[src/rtl/fifo_data_stage.sv]
`default_nettype none
// ============================================================================
// fifo_data_stage : FIFO storage array with a 2-deep registered output buffer
// Revision 1.0    : initial release
// ============================================================================
module fifo_data_stage #(
  parameter int ADDR_W = 5,
  parameter int DATA_W = 8
) (
  input  logic              clk,
  input  logic              rst,
  input  logic              in_valid,
  input  logic [DATA_W-1:0] in_data,
  output logic              in_ready,
  output logic              out_valid,
  output logic [DATA_W-1:0] out_data,
  input  logic              out_ready,
  output logic              wr,
  output logic              rd,
  input  logic              emp,
  input  logic              full,
  input  logic [ADDR_W:0]   wr_ptr,
  input  logic [ADDR_W:0]   rd_ptr,
  output logic [ADDR_W+1:0] level,
  output logic              ovf_err
);

  localparam int c_DEPTH = 1 << ADDR_W;

  typedef enum logic [1:0] {
    OB_EMPTY = 2'd0,
    OB_ONE   = 2'd1,
    OB_TWO   = 2'd2
  } ob_state_t;

  ob_state_t          r_state;
  ob_state_t          w_state_nxt;
  logic [DATA_W-1:0]  r_mem [c_DEPTH];
  logic [DATA_W-1:0]  r_head;
  logic [DATA_W-1:0]  r_skid;
  logic [DATA_W-1:0]  w_head_nxt;
  logic [DATA_W-1:0]  w_skid_nxt;
  logic [DATA_W-1:0]  w_rd_word;
  logic               r_ovf;
  logic               w_out_valid;
  logic               w_pop;
  logic               w_fetch;
  logic [1:0]         w_ocnt;
  logic [ADDR_W:0]    w_ptr_diff;

  assign in_ready    = !full;
  assign wr          = in_valid;
  assign w_out_valid = (r_state != OB_EMPTY);
  assign out_valid   = w_out_valid;
  assign out_data    = r_head;
  assign ovf_err     = r_ovf;

  assign w_pop     = w_out_valid && out_ready;
  // A full buffer may only fetch when the head leaves in the same cycle.
  assign rd        = !emp && ((r_state != OB_TWO) || w_pop);
  assign w_fetch   = rd;
  assign w_rd_word = r_mem[rd_ptr[ADDR_W-1:0]];

  assign w_ocnt     = r_state;
  assign w_ptr_diff = wr_ptr - rd_ptr;
  assign level      = {1'b0, w_ptr_diff} + {{ADDR_W{1'b0}}, w_ocnt};

  // Storage array: no reset, written only while the controller has room.
  always_ff @(posedge clk) begin
    if (in_valid && !full) begin
      r_mem[wr_ptr[ADDR_W-1:0]] <= in_data;
    end
  end

  always_comb begin
    w_state_nxt = r_state;
    w_head_nxt  = r_head;
    w_skid_nxt  = r_skid;
    case (r_state)
      OB_EMPTY: begin
        if (w_fetch) begin
          w_state_nxt = OB_ONE;
          w_head_nxt  = w_rd_word;
        end
      end
      OB_ONE: begin
        if (w_fetch && w_pop) begin
          w_head_nxt = w_rd_word;
        end else if (w_fetch) begin
          w_state_nxt = OB_TWO;
          w_skid_nxt  = w_rd_word;
        end else if (w_pop) begin
          w_state_nxt = OB_EMPTY;
        end
      end
      OB_TWO: begin
        if (w_pop) begin
          w_head_nxt = r_skid;
          if (w_fetch) begin
            w_skid_nxt = w_rd_word;
          end else begin
            w_state_nxt = OB_ONE;
          end
        end
      end
      default: begin
        w_state_nxt = OB_EMPTY;
      end
    endcase
  end

  always_ff @(posedge clk or posedge rst) begin
    if (rst) begin
      r_state <= OB_EMPTY;
      r_head  <= '0;
      r_skid  <= '0;
      r_ovf   <= 1'b0;
    end else begin
      r_state <= w_state_nxt;
      r_head  <= w_head_nxt;
      r_skid  <= w_skid_nxt;
      if (in_valid && full) begin
        r_ovf <= 1'b1;
      end
    end
  end

endmodule
`default_nettype wire
[config.mk]
export PLATFORM = sky130hd
export DESIGN_NAME = fifo_data_stage
export DESIGN_NICKNAME = d
export VERILOG_FILES = /design/src/rtl/fifo_data_stage.sv
export SDC_FILE = /design/constraint.sdc
export NUM_CORES = 1
export LEC_CHECK = 0
export CELL_PAD_IN_SITES_DETAIL_PLACEMENT = 0
export CELL_PAD_IN_SITES_GLOBAL_PLACEMENT = 1
export CORE_ASPECT_RATIO = 0.6
export CORE_MARGIN = 3
export CORE_UTILIZATION = 25
export CTS_BUF_LIST = sky130_fd_sc_hd__clkbuf_16
export CTS_CLUSTER_SIZE = 25
export DETAILED_ROUTE_END_ITERATION = 10
export PLACE_DENSITY_LB_ADDON = 0.25
export SETUP_SLACK_MARGIN = 0.2
export SYNTH_ARGS = -nofsm -noshare
export SYNTH_HDL_FRONTEND = slang
export SYNTH_SLANG_ARGS = --single-unit
[constraint.sdc]
create_clock -name clk -period 6.4 [get_ports clk]
set_input_delay 0.96 -clock clk [delete_from_list [all_inputs] [get_ports clk]]
set_output_delay 0.96 -clock clk [all_outputs]
set_load 0.05 [all_outputs]
==> impl_results.md <==
* Cells on worst reg2reg path at 5
* Remaining antenna violation count at 0
* Area grow syn2layout at 16.8%
* Clock Sink Count at 275
* Most frequent cell after synthesis: edfxtp_1
* First-pass GRT wire length at 42,700 um
* Postcts setup bufs at 0
* H-tree lvl count at 1
* Grt met2 use at 16.1%
* CP max FO at 3
* Core Area at 44,100 sq um
* Psw at 1090 uW
* Initial Util at 25.7%
* Worst setup margin at 1.48 ns
* Pins over their slew limit at 0
* WL per Instance at 22.0 um
* Worst Hold Path EP: ovf_err
* Final period util at 76.8%
* DP HPWL at 18,900 um
* Synth area leaders: edfxtp_1 (68%), mux2i_1 (11%), a22oi_1 (4.3%), dfrtp_1 (4.2%), nor2_1 (1.6%)
* Critical path's slowest cell: clkdlybuf4s50_1
* Largest area contributor in the netlist: edfxtp_1
* Synthesized Nets at 728
* Final Hold Viols at 0
* Hold crit path type: flop to flop
* Worst-skew pair later-pin latency at 0.55 ns
* Switching part of the total at 26.1%
* Critical path buffer and inverter count at 4
* GP Congestion at 0.740
* Vias at 6,142
* TritonCTS Buffers at 26
* Number of synthesized flops with an enable pin at 256
* Slew at the pin closest to its max-slew limit at 0.906 ns
* Max clock buf depth at 3
* Status: finished, final reports clean
* Die area at 48,000 sq um
* Final setup fails at 0
* TNS Setup at 0 ns
* Cell area after synthesis at 11,300 sq um
* Number of max-cap violations at 0
* Lkg Pwr at 0.00447 uW
* Layout Skew at 0.0180 ns
* Setup crit start kind: input pin
* Pre-antenna DRT Iters at 5
* Internal at 3090 uW
* Unrepaired setup endpoints after global routing: false
* Synth cell count leaders: edfxtp_1 (256), mux2i_1 (129), a22oi_1 (65)
* Flop pwr share at 49.3%
* GRT Util Overall at 12.2%
* Top_reg_cell synth: edfxtp_1
* Area fraction of the dominant cell type after synthesis at 67.8%
* Met1 usage at 19.9%
* Syn_area_per_cell at 16.4 sq um
* Detailed Route WL at 29,500 um
* Comb power frac at 13.6%
* CP required at 5.44 ns
* Yosys Warn Count at 0
* Initial antenna violation count at 0
* Min Tclk post-route at 4.92 ns
* Hold path cells at 1
* Vias in the first global route at 6,030
* PD cells at 316 nW/um^2
* Crit path max-delay family: buffers and inverters
* # IOs at 46
* WS Path Type: input pin to output port
* Post-synthesis sequential area ratio at 72.0%
* # diodes at 0
* GR peak layer: met1
* Beginning of the critical path: wr_ptr[0]
* TritonCTS clock tree: yes
* Max_slew headroom at 39.4%
* Pre-CTS setup slack at 1.46 ns
* NumNets Final at 779
* Share of layout cells above drive strength 1 at 10.5%
* FP Rows at 59
* Ys async rst share at 6.91%
* Largest net degree at the start of global routing at 49
* Max VDD drop at 133 uV
* Post-CTS sizing at 0
* Min-Delay Startpoint: ovf_err
* DRT iter0 DRCs at 566
* Clk root buf: clkbuf_16
* Clock share of power at 37.1%
* CTS Hold Bufs at 0
* Worst r2r dst: r_skid[2]
* Final Util at 30.0%
* Setup slack, reg-to-reg at 3.89 ns
* Chip Width at 281 um
* FF-to-FF Start: r_state[1]
* Worst-path clk slew at 0.07 ns
* Worst path max stage delay at 0.86 ns
* DR DRC count at 0
* IO Port Bufs at 45
* Sequence of cells on the critical path: clkdlybuf4s50_1 -> inv_1 -> ha_1 -> inv_1 -> fa_1 -> a21o_1 -> a21oi_1 -> xnor2_1 -> nand3_1 -> nor4b_1 -> clkdlybuf4s50_1
* Die H at 171 um
* Grt met3 use at 3.25%
* Endpoint class of the critical path: output port
* CP arrival at 3.96 ns
* Vias/cell at 4.58
* Max Clk Rate at 203 MHz
* Netlist cell types at 43
* Post-Syn Instances at 693
* Grt total ovfl at 0
* Synth Register Bits at 275
[kinds of logic after synthesis]
logic type | synth area share (%)
DFF | 72.0
muxes | 12.2
AOI/OAI and AO/OA | 7.25
and+or+nand+nor | 4.57
buffers and inverters | 2.33
adders and majority gates | 1.13
xor gates and xnor gates | 0.541
[worst max-delay path by stage]
stage / endpoint / slack [ns] / cells past startpoint
final: level[6] / 1.48 / 11
after global placement: level[6] / 1.47 / 11
after detailed placement: level[6] / 1.46 / 11
after global routing: level[6] / 1.30 / 9
after floorplan: level[6] / 1.57 / 9
after CTS: level[6] / 1.45 / 11
[cell usage in the layout (no fill, tap or decap), types with 2 or more instances in the layout]
| cell | count |
|---|---|
| a21o_1 | 3 |
| nor2_1 | 46 |
| nor4_2 | 7 |
| a22oi_1 | 65 |
| clkinv_2 | 6 |
| edfxtp_1 | 256 |
| inv_1 | 14 |
| buf_4 | 13 |
| clkdlybuf4s50_1 | 44 |
| mux2i_1 | 129 |
| fa_1 | 2 |
| bufinv_16 | 3 |
| inv_2 | 2 |
| nand2_1 | 17 |
| xnor2_1 | 5 |
| mux2_2 | 8 |
| nor2_2 | 2 |
| xor2_1 | 2 |
| nand4_1 | 3 |
| nand3b_1 | 3 |
| a221o_1 | 8 |
| clkinv_1 | 6 |
| clkbuf_16 | 26 |
| dfrtp_1 | 19 |
| nand3_1 | 3 |
| or3b_2 | 2 |
| or3_1 | 3 |
| a211oi_1 | 2 |
| ha_1 | 7 |
| a21oi_1 | 35 |
| nor2b_2 | 3 |
[metal layers]
layer,routed length (um),vias to the layer above
li1,-,2822
met1,16000,3157
met2,11500,132
met3,1680,31
met4,369,0
met5,0,-
[metrics by stage]
| step | power, uW | cell area, sq um | hold WS (ns) | cells |
|---|---|---|---|---|
| after floorplan | 2460 | 11300 | 0.481 | 693 |
| after global placement | 2680 | 12400 | 0.451 | 1295 |
| after detailed placement | 2680 | 12400 | 0.454 | 1295 |
| after CTS | 4230 | 13200 | 0.474 | 1342 |
| after global routing | 4350 | 13200 | 0.499 | 1342 |
| final | 4180 | 13200 | 0.479 | 1342 |
[registers in the layout, indices dropped and copies added (netlist names)]
register and count:
out_data 8, ovf_err 1, r_state 2, r_mem 256, r_skid 8
[final cells by class]
type,count,area (sq um)
Fill cell,4364,30800
Tap cell,579,724
Inverter,13,48.8
Multi-Input combinational cell,370,2920
Clock inverter,21,186
Timing Repair Buffer,58,549
Sequential cell,275,8160
Clock buffer,26,651
[power groups by stage]
stage	clock network [uW]	logic (uW)	registers, uW
global route	1670	609	2070
floorplan	0	291	2170
CTS	1590	578	2060
finish	1550	569	2060
detailed placement	0	576	2100
global placement	0	579	2100
Power figures use the tool's default switching activity.
